### config.mk
export PLATFORM = sky130hd
export DESIGN_NAME = vga_sync_graphics
export DESIGN_NICKNAME = d
export VERILOG_FILES = /design/src/rtl/vga_pkg.sv /design/src/rtl/vga_timing.sv /design/src/rtl/vga_sync_graphics.sv
export SDC_FILE = /design/constraint.sdc
export NUM_CORES = 1
export LEC_CHECK = 0
export CAP_MARGIN = 20
export CORE_MARGIN = 8
export CORE_UTILIZATION = 45
export DETAILED_ROUTE_END_ITERATION = 16
export DONT_BUFFER_PORTS = 1
export PLACE_DENSITY = 0.6
export SYNTH_ARGS = -nofsm -noshare
export SYNTH_HDL_FRONTEND = slang
export SYNTH_SLANG_ARGS = --single-unit
### constraint.sdc
create_clock -name clock_25 -period 2.3 [get_ports clock_25]
set_clock_uncertainty 0.1 [all_clocks]
set_input_delay 0.575 -clock clock_25 [delete_from_list [all_inputs] [get_ports clock_25]]
set_output_delay 0.575 -clock clock_25 [all_outputs]
set_load 0.05 [all_outputs]
### src/rtl/vga_pkg.sv
// ---------------------------------------------------------------------------
// vga_pkg
// Shared constants for the 640x480@60 VGA front end:
//   - horizontal/vertical timing, derived totals and sync windows
//   - tile-map geometry (32x32 px tiles, 20x15 grid, pipe row)
//   - 24-bit RGB colour type and the palette used by the renderer
// No ports (package).
// ---------------------------------------------------------------------------
package vga_pkg;

  // Counter width covers 0..799 and 0..524.
  localparam int CNT_W = 10;

  // Horizontal timing in pixels.
  localparam int H_VIS   = 640;
  localparam int H_FP    = 16;
  localparam int H_SYNC  = 96;
  localparam int H_BP    = 48;
  localparam int H_TOTAL = H_VIS + H_FP + H_SYNC + H_BP;      // 800
  localparam int H_SYNC_START = H_VIS + H_FP;                  // 656
  localparam int H_SYNC_END   = H_SYNC_START + H_SYNC - 1;     // 751

  // Vertical timing in lines.
  localparam int V_VIS   = 480;
  localparam int V_FP    = 10;
  localparam int V_SYNC  = 2;
  localparam int V_BP    = 33;
  localparam int V_TOTAL = V_VIS + V_FP + V_SYNC + V_BP;      // 525
  localparam int V_SYNC_START = V_VIS + V_FP;                  // 490
  localparam int V_SYNC_END   = V_SYNC_START + V_SYNC - 1;     // 491

  // Tile map geometry.
  localparam int TILE_LOG2 = 5;
  localparam int TILE_W    = CNT_W - TILE_LOG2;                // tile index width
  localparam int TILE_COLS = H_VIS >> TILE_LOG2;               // 20
  localparam int TILE_ROWS = V_VIS >> TILE_LOG2;               // 15
  localparam int PIPE_ROW  = 7;

  typedef struct packed {
    logic [7:0] r;
    logic [7:0] g;
    logic [7:0] b;
  } rgb_t;

  localparam rgb_t RGB_BLACK = '{r: 8'd0,   g: 8'd0,   b: 8'd0};
  localparam rgb_t RGB_ROBOT = '{r: 8'd255, g: 8'd0,   b: 8'd0};
  localparam rgb_t RGB_WALL  = '{r: 8'd128, g: 8'd128, b: 8'd128};
  localparam rgb_t RGB_PIPE  = '{r: 8'd0,   g: 8'd200, b: 8'd0};
  localparam rgb_t RGB_FLOOR = '{r: 8'd32,  g: 8'd32,  b: 8'd96};

endpackage

### src/rtl/vga_timing.sv
// ---------------------------------------------------------------------------
// vga_timing
// Pixel/line counters with registered, counter-aligned sync outputs.
// Ports:
//   i_clk       pixel clock (one pixel per rising edge)
//   i_srst      synchronous active-high reset, restarts frame at (0,0)
//   o_pixel_x   column counter 0..799
//   o_pixel_y   line counter 0..524
//   o_hs        horizontal sync, active low for x in 656..751
//   o_vs        vertical sync, active low for y in 490..491
//   o_video_on  1 while inside the 640x480 visible area
// ---------------------------------------------------------------------------
module vga_timing
  import vga_pkg::*;
(
  input  logic             i_clk,
  input  logic             i_srst,
  output logic [CNT_W-1:0] o_pixel_x,
  output logic [CNT_W-1:0] o_pixel_y,
  output logic             o_hs,
  output logic             o_vs,
  output logic             o_video_on
);

  logic [CNT_W-1:0] r_x;
  logic [CNT_W-1:0] r_y;
  logic             r_hs;
  logic             r_vs;

  logic             w_line_end;
  logic [CNT_W-1:0] w_x_next;
  logic [CNT_W-1:0] w_y_next;
  logic             w_hs_next;
  logic             w_vs_next;

  // Sync is decoded from the *next* counter values so that the registered
  // sync lines up with the registered counters on the same cycle.
  always_comb begin
    w_line_end = (r_x == CNT_W'(H_TOTAL - 1));
    w_x_next   = w_line_end ? '0 : r_x + 1'b1;
    w_y_next   = r_y;
    if (w_line_end) begin
      w_y_next = (r_y == CNT_W'(V_TOTAL - 1)) ? '0 : r_y + 1'b1;
    end
    w_hs_next = !((w_x_next >= CNT_W'(H_SYNC_START)) &&
                  (w_x_next <= CNT_W'(H_SYNC_END)));
    w_vs_next = !((w_y_next >= CNT_W'(V_SYNC_START)) &&
                  (w_y_next <= CNT_W'(V_SYNC_END)));
  end

  always_ff @(posedge i_clk) begin
    if (i_srst) begin
      r_x  <= '0;
      r_y  <= '0;
      r_hs <= 1'b1;
      r_vs <= 1'b1;
    end else begin
      r_x  <= w_x_next;
      r_y  <= w_y_next;
      r_hs <= w_hs_next;
      r_vs <= w_vs_next;
    end
  end

  assign o_pixel_x  = r_x;
  assign o_pixel_y  = r_y;
  assign o_hs       = r_hs;
  assign o_vs       = r_vs;
  assign o_video_on = (r_x < CNT_W'(H_VIS)) && (r_y < CNT_W'(V_VIS));

endmodule

### src/rtl/vga_sync_graphics.sv
// ---------------------------------------------------------------------------
// vga_sync_graphics
// 640x480@60 VGA front end for the pipe-cleaning robot: timing generator
// plus a combinational tile-map renderer (32x32 px tiles, 20x15 grid).
// Ports:
//   clock_25            pixel clock
//   reset_key           synchronous active-high reset
//   robot_x / robot_y   robot tile column (0..19) / row (0..14), used live
//   vga_hs / vga_vs     active-low syncs, registered with the counters
//   video_on            visible-area flag
//   pixel_x / pixel_y   current pixel coordinates
//   vga_r/vga_g/vga_b   pixel colour, zero latency w.r.t. pixel_x/pixel_y
// Build option:
//   GRID_LINES_EN  when defined, the first row/column of every tile in the
//                  visible area is drawn black (robot red still wins).
// ---------------------------------------------------------------------------
module vga_sync_graphics
  import vga_pkg::*;
(
  input  logic             clock_25,
  input  logic             reset_key,
  input  logic [4:0]       robot_x,
  input  logic [3:0]       robot_y,
  output logic             vga_hs,
  output logic             vga_vs,
  output logic             video_on,
  output logic [CNT_W-1:0] pixel_x,
  output logic [CNT_W-1:0] pixel_y,
  output logic [7:0]       vga_r,
  output logic [7:0]       vga_g,
  output logic [7:0]       vga_b
);

  logic              w_video_on;
  logic [TILE_W-1:0] w_tx;
  logic [TILE_W-1:0] w_ty;
  logic              w_robot_valid;
  logic              w_robot_hit;
  logic              w_wall;
  rgb_t              w_rgb;

  vga_timing u_timing (
    .i_clk      (clock_25),
    .i_srst     (reset_key),
    .o_pixel_x  (pixel_x),
    .o_pixel_y  (pixel_y),
    .o_hs       (vga_hs),
    .o_vs       (vga_vs),
    .o_video_on (w_video_on)
  );

  assign video_on = w_video_on;

  assign w_tx = pixel_x[CNT_W-1:TILE_LOG2];
  assign w_ty = pixel_y[CNT_W-1:TILE_LOG2];

  // Out-of-grid robot coordinates suppress the robot entirely.
  assign w_robot_valid = (robot_x < 5'(TILE_COLS)) && (robot_y < 4'(TILE_ROWS));
  assign w_robot_hit   = w_robot_valid && (w_tx == TILE_W'(robot_x)) &&
                         (w_ty == TILE_W'(robot_y));
  assign w_wall        = (w_tx == '0) || (w_tx == TILE_W'(TILE_COLS - 1)) ||
                         (w_ty == '0) || (w_ty == TILE_W'(TILE_ROWS - 1));

  // Colour priority: blanking, robot, (grid), wall, pipe row, floor.
  always_comb begin
    w_rgb = RGB_FLOOR;
    if (!w_video_on) begin
      w_rgb = RGB_BLACK;
    end else if (w_robot_hit) begin
      w_rgb = RGB_ROBOT;
    end
`ifdef GRID_LINES_EN
    else if ((pixel_x[TILE_LOG2-1:0] == '0) || (pixel_y[TILE_LOG2-1:0] == '0)) begin
      w_rgb = RGB_BLACK;
    end
`endif
    else if (w_wall) begin
      w_rgb = RGB_WALL;
    end else if (w_ty == TILE_W'(PIPE_ROW)) begin
      w_rgb = RGB_PIPE;
    end
  end

  assign vga_r = w_rgb.r;
  assign vga_g = w_rgb.g;
  assign vga_b = w_rgb.b;

endmodule

==> results of run 1 <==
[timing repair]
item / 4_1_cts / 5_1_grt
resized for setup: 8 / 8
pin swaps: 5 / 4
buffers inserted: 4 / 2
hold endpoints to repair: 0 / 0
cloned: 0 / 0
setup endpoints to repair: 15 / 16
[power groups by stage]
stage	Combinational (W)	Sequential [W]	Clock [W]
floorplan	0.0000717	0.000420	0
CTS	0.000101	0.000386	0.000261
global placement	0.0000986	0.000394	0
finish	0.000101	0.000386	0.000260
detailed placement	0.000101	0.000394	0
global route	0.000108	0.000387	0.000280
[synth_stat cells, types with 2 or more instances]
master    count
and4_1        3
nand2_1      10
buf_4        20
ha_1          4
nor3b_1       2
nand3b_1      3
buf_2         2
xor2_1       11
nand4_1       6
buf_6         2
o31ai_1       3
nor2b_1       2
or3_1         2
clkbuf_1      8
nor3_1       11
o21ai_0       5
xnor2_1       9
a211oi_1      2
nor2_1       24
nand3_1      10
a211o_1       2
or4_1         2
o211ai_1      2
inv_1         5
a21oi_1       7
and3_1        4
dfxtp_1      22
[how the worst min path moves through the flow]
stage / depth (start not counted) / end / startpoint
floorplan: 1 / u_timing.o_pixel_x[0] / u_timing.o_pixel_x[0]
global placement: 2 / u_timing.o_pixel_x[7] / u_timing.o_pixel_x[7]
detailed placement: 2 / u_timing.o_pixel_x[7] / u_timing.o_pixel_x[7]
CTS: 1 / u_timing.o_pixel_x[6] / reset_key
global route: 1 / u_timing.o_pixel_x[6] / reset_key
finish: 1 / u_timing.o_pixel_x[6] / reset_key
[cells by family (layout without fill, tap and decap cells)]
group	count (synthesis)	after routing	share of synthesized area [%]
xor gates and xnor gates	20	20	11.2
AOI/OAI and AO/OA	29	29	12.8
buffers and inverters	38	60	15.1
muxes	1	1	0.637
adders and majority gates	4	4	3.19
and+or+nand+nor	85	85	28.8
DFF	22	22	28.0
other	1	9	0.239
[final cells by class]
| type | instances | area [um2] | area share [%] |
|---|---|---|---|
| multi-input cells | 148 | 1040 | 48.8 |
| clock buffers | 4 | 47.5 | 2.22 |
| flip-flops and latches | 22 | 468 | 21.9 |
| well taps | 46 | 57.6 | 2.69 |
| inverters | 5 | 26.3 | 1.23 |
| repair buffers | 51 | 497 | 23.2 |
[worst max-delay path, stage by stage (launching register included)]
cell        delay (ns)
dfxtp_4           0.39
xor2_1            0.14
nor3_1            0.17
nand4_1           0.13
or3_4             0.40
clkinvlp_4        0.12
buf_16            0.30
[per-layer routing]
metal / vias up / track usage, % / part of all wire (%)
li1: 730 / - / -
met1: 689 / 16.1 / 40
met2: 56 / 26.2 / 49
met3: 8 / 4.26 / 9.8
met4: 0 / 6.96 / 1.8
met5: - / 0 / 0
[sequential cells by signal, indices dropped and copies added, names as in the netlist]
register            count
u_timing.o_hs           1
u_timing.o_pixel_y     10
u_timing.o_pixel_x     10
u_timing.o_vs           1
[stage by stage]
stage               util, %  hold WS [ns]  instance area, um2  instances  setup TNS [ns]
finish                 64.1         0.208                2140        276           -4.35
global route           64.1         0.180                2140        276           -5.85
floorplan                 -         0.539                1790        208           -4.25
global placement       59.3         0.462                1980        266           -2.20
CTS                    62.7         0.198                2090        274           -4.42
detailed placement     59.3         0.471                1980        266           -2.53
==> results.json, run 1 <==
{
  "final_common_cell": "buf_4",
  "critPathArrivalTime_ns": 1.97,
  "grt_max_degree": 17,
  "endpoint": "vga_r[4]",
  "fin_nets": 246,
  "ys_top_cells_by_area": "dfxtp_1, buf_4, xor2_1, nor2_1, xnor2_1",
  "die_h_um": 75.1,
  "syn_avg_cell_area_um2": 7.85,
  "synth-edff-count": 0,
  "cts_sinks": 22,
  "fin_crit_sh_pct": 115,
  "drtIter0Drc": 47,
  "clock_power_share_pct": 34.8,
  "crit_required_ns": 1.62,
  "grt_overflow_total": 0,
  "areaGrowthSynthToFinish_pct": 36.3,
  "grt_pass1_vias": 1431,
  "antenna_found_initial": 0,
  "setup_slack_ns": -0.341,
  "max-slew-margin-rel_pct": 66.6,
  "crit_path_end_kind": "primary output",
  "path_clk_slew_ns": 0.13,
  "syn_inst": 200,
  "grt_setup_unrepaired": "true",
  "p_int_w": 0.000537,
  "switching_share_pct": 28.0,
  "drc": 0,
  "cp-start-kind": "flop",
  "reg2reg_to": "u_timing.o_vs",
  "synth-seq-cells": 22,
  "fill_cells": 292,
  "grt_pass1_wl_um": 6550,
  "period_minus_slack_ns": 2.64,
  "cellPowerDensity_nw_per_um2": 349,
  "post-place-ws_ns": -0.221,
  "hold_violations": 0,
  "coreArea_um2": 3340,
  "switchingPower_w": 0.000209,
  "synth_area_um2": 1570,
  "ys_types": 44,
  "crit_start": "u_timing.o_pixel_y[7]",
  "start_util_pct": 47.1,
  "avgViaCountPerCell": 5.37,
  "p_total_w": 0.000746,
  "ys_seq_area_share_pct": 28.0,
  "final_cell_mix": "buf_4, nor2_1, xor2_1",
  "dieArea_um2": 5640,
  "critPathKind": "flop to primary output",
  "yosys.area.top_type": "dfxtp_1",
  "portBuffers": 0,
  "tightest_slew_ns": 0.496,
  "slew_violations": 0,
  "crit_fanout": 6,
  "dp_hpwl_um": 3220,
  "dieWidth_um": 75.1,
  "setup_viol": 15,
  "diodes": 0,
  "yosys_warnings": 0,
  "r2r-start": "u_timing.o_pixel_y[5]",
  "hp-class": "primary input to flop",
  "peakVddDrop_mv": 0.301,
  "pin_count": 58,
  "wl_per_cell_um": 15.2,
  "htree_levels": 1,
  "drt_wl_total_um": 4200,
  "cts_buffers": 3,
  "first_pass_iters": 4,
  "grt.total_usage_pct": 14.9,
  "routabilityCongestion": 0.884,
  "leakagePower_nw": 0.849,
  "hold_buffers": 0,
  "max_cap_violations": 0,
  "placementRows": 21,
  "p_seq_share_pct": 51.7,
  "clock_latency_ns": 0.31,
  "cts_root_buffer": "clkbuf_4",
  "synth_top_cell_area_share_pct": 28.0,
  "cts_tree": "yes",
  "status": "finished, violations left",
  "synth-async-reset-ratio_pct": 0,
  "combPwrFrac_pct": 13.5,
  "vias": 1483,
  "synth_ff_type": "dfxtp_1",
  "violations": "setup timing",
  "rr_worst_depth": 8,
  "ant_nets": 0,
  "ff2ff_setup_slack_ns": 0.07,
  "drive_above_1_share_pct": 39.6,
  "fmax_mhz": 379,
  "cts_max_path_buffers": 2
}
Note: power is estimated with default switching activity, not from simulation.
==> run 2, diff against run 1 <==
Settings changed: ABC_AREA set to 0.
==> results of run 2 <==
No change in the layout: final DEF, timing and power equal those of run 1.
==> run 3, diff against run 2 <==
--- a/config.mk
+++ b/config.mk
@@ -10,4 +10,5 @@
 export CORE_MARGIN = 8
 export CORE_UTILIZATION = 45
+export CTS_CLUSTER_SIZE = 16
 export DETAILED_ROUTE_END_ITERATION = 16
 export DONT_BUFFER_PORTS = 1
@@ -15,3 +16,4 @@
 export SYNTH_ARGS = -nofsm -noshare
 export SYNTH_HDL_FRONTEND = slang
+export SYNTH_HIERARCHICAL = 1
 export SYNTH_SLANG_ARGS = --single-unit
--- a/constraint.sdc
+++ b/constraint.sdc
@@ -3,3 +3,3 @@
 set_input_delay 0.575 -clock clock_25 [delete_from_list [all_inputs] [get_ports clock_25]]
 set_output_delay 0.575 -clock clock_25 [all_outputs]
-set_load 0.05 [all_outputs]
+set_load 0.01 [all_outputs]
==> run 3 against run 2 <==
  * The flow still finishes with violations (setup timing)
  * Die area is 5.2% higher
  * Global-route usage is 0.74 points higher
  * Worst setup slack better by 0.34 ns
  * Wire length is 9.3% higher
  * Non-clock buffer count is 13 lower
  * Core utilization is 8.6 points lower
  * Combinational power is 51% lower
  * Sequential share of layout area is 1.2 points higher
  * Flip-flop and latch count stayed put
  * Largest cell class unchanged
==> results.json, run 3 <==
{
  "status": "finished, violations left",
  "violations": "setup timing",
  "areaGrowthSynthToFinish_pct": 19.5,
  "ys_seq_area_share_pct": 26.3,
  "clock_latency_ns": 0.27,
  "multi_input_area_um2": 1100,
  "synth-xor-area-share_pct": 7.85,
  "post-place-ws_ns": -0.0264,
  "grt_setup_unrepaired": "true",
  "critPathKind": "flop to primary output",
  "period_minus_slack_ns": 2.31,
  "vias": 1592,
  "crit_fanout": 5,
  "hp-start": "reset_key",
  "seq_area_um2": 462,
  "yosys.area.top_type": "dfxtp_1",
  "final_cells": 283,
  "antenna_found_initial": 0,
  "grt_pass1_vias": 1617,
  "synth-edff-count": 0,
  "peakVddDrop_mv": 0.265,
  "avgViaCountPerCell": 5.63,
  "synth_top_cell_area_share_pct": 26.3,
  "hold_violations": 0,
  "fill_cells": 340,
  "cts_buffers": 3,
  "synth_compound_area_share_pct": 15.8,
  "cts_root_buffer": "clkbuf_8",
  "portBuffers": 0,
  "routabilityCongestion": 0.788,
  "max_cap_violations": 0,
  "crit_required_ns": 1.62,
  "synthTopCellsByCount": "nor2_1, dfxtp_1, buf_4",
  "synth-seq-cells": 22,
  "yosys_warnings": 6,
  "cts_max_path_buffers": 2,
  "cts_tree": "yes",
  "placementRows": 22,
  "coreArea_um2": 3610,
  "synth_top_family_by_area": "simple AND/OR/NAND/NOR gates",
  "r2r-start": "u_timing/o_pixel_y[8]",
  "critPathArrivalTime_ns": 1.63,
  "drc": 0,
  "htree_levels": 1,
  "synth-async-reset-ratio_pct": 0,
  "cts_sinks": 22,
  "drive_above_1_share_pct": 30.6,
  "synth_fa_ha_area_share_pct": 2.99,
  "grt.total_usage_pct": 15.7,
  "hp-class": "primary input to flop",
  "synthSimpleGateAreaFrac_pct": 33.5,
  "synth_ff_type": "dfxtp_1",
  "syn_avg_cell_area_um2": 8.01,
  "dieArea_um2": 5930,
  "fin_crit_sh_pct": 100,
  "hold_buffers": 0,
  "ant_nets": 0,
  "start_util_pct": 46.4,
  "pin_count": 58,
  "final_common_cell": "buf_4",
  "max-slew-margin-rel_pct": 62.5,
  "synth_most_common_cell": "nor2_1",
  "ys_types": 52,
  "place_inst": 270,
  "synth_area_um2": 1670,
  "cp-start-kind": "flop",
  "diodes": 0,
  "fin_nets": 251,
  "crit_start": "u_timing/o_pixel_y[7]",
  "die_h_um": 77.0,
  "final_cell_mix": "buf_4, nor2_1, nand2_1",
  "grt_max_degree": 22,
  "fmax_mhz": 434,
  "grt_overflow_total": 0,
  "crit_path_end_kind": "primary output",
  "ys_top_cells_by_area": "dfxtp_1, buf_4, xnor2_1, nor2_1, nor3_1",
  "setup_slack_ns": -0.00530,
  "path_clk_slew_ns": 0.08,
  "tightest_slew_ns": 0.558,
  "p_total_w": 0.000725,
  "drtIter0Drc": 146,
  "cellPowerDensity_nw_per_um2": 362,
  "dieWidth_um": 77.0,
  "setup_viol": 8,
  "synthMuxAreaShare_pct": 1.35,
  "first_pass_iters": 4,
  "drt_wl_total_um": 4590,
  "wl_per_cell_um": 16.2,
  "leakagePower_nw": 0.741,
  "grt_pass1_wl_um": 7940,
  "syn_inst": 209,
  "dp_hpwl_um": 3410,
  "slew_violations": 0
}
## run 3: changes by cell type after synthesis, sizes merged, moves of 3 or more
cell    delta
xor2       -8
clkbuf     -6
nand2      +6
nor3       +6
a211oi     -3
buf        -3
nand4b     +3
o21a       +3
xnor2      +3
## run 3: logic make-up (layout without fill, tap and decap cells)
group | Yosys count | in the layout
flip-flops | 22 | 22
adder cells (fa/ha/maj) | 4 | 4
XOR/XNOR | 15 | 15
AO/OA/AOI/OAI | 35 | 35
multiplexers | 2 | 2
other | 1 | 9
buffers and inverters | 30 | 48
AND/OR/NAND/NOR | 100 | 100
## run 3: worst paths after layout
path / to / slack (ns) / depth (start not counted)
worst max-delay path: vga_g[6] / -0.005 / 6
worst min-delay path: u_timing/o_pixel_y[7] / 0.26 / 1
worst max register to register: u_timing/o_pixel_y[8] / 0.13 / 8
worst min register to register: u_timing/o_pixel_x[0] / 0.48 / 2
## run 3: repair_timing
action | CTS | global route
buffers inserted | 8 | 1
pin swaps | 7 | 6
resized for setup | 19 | 4
endpoints found under the setup margin | 15 | 15
## run 3: power by group
part           switching [W]  internal [W]   total, W  leakage, nW
logic              0.0000294     0.0000202  0.0000496        0.528
clock network       0.000130      0.000153   0.000283       0.0288
registers         0.00000883      0.000383   0.000392        0.184
## run 3: cell type report
class                           count  share of cell area (%)
Timing Repair Buffer               38                    14.9
Multi-Input combinational cell    165                    55.2
Clock buffer                        4                    2.75
Sequential cell                    22                    23.1
Inverter                            6                    1.13
Tap cell                           48                    3.00
## run 3: critical path, stage by stage (launching register included)
cell     delay, ns
dfxtp_4       0.37
nor2b_4       0.12
nor3_2        0.16
nand3_2       0.13
o31ai_4       0.33
nor2_1        0.08
buf_4         0.16
## run 3: per-stage QoR
stage	TNS, ns	hold slack (ns)	utilization (%)	area [um2]
finish	-0.0287	0.263	55.5	2000
global route	-1.19	0.252	55.5	2000
CTS	0	0.254	55.1	1990
detailed placement	-0.222	0.472	50.6	1830
global placement	0	0.463	50.6	1830
floorplan	0	0.449	-	1710
## run 3: per-layer routing
layer  track usage [%]  up-vias  wire [um]
li1                  -      781          -
met1              17.3      760       1790
met4              3.02        0         27
met5                 0        -          0
met3              6.88        6        442
met2              27.2       45       2340
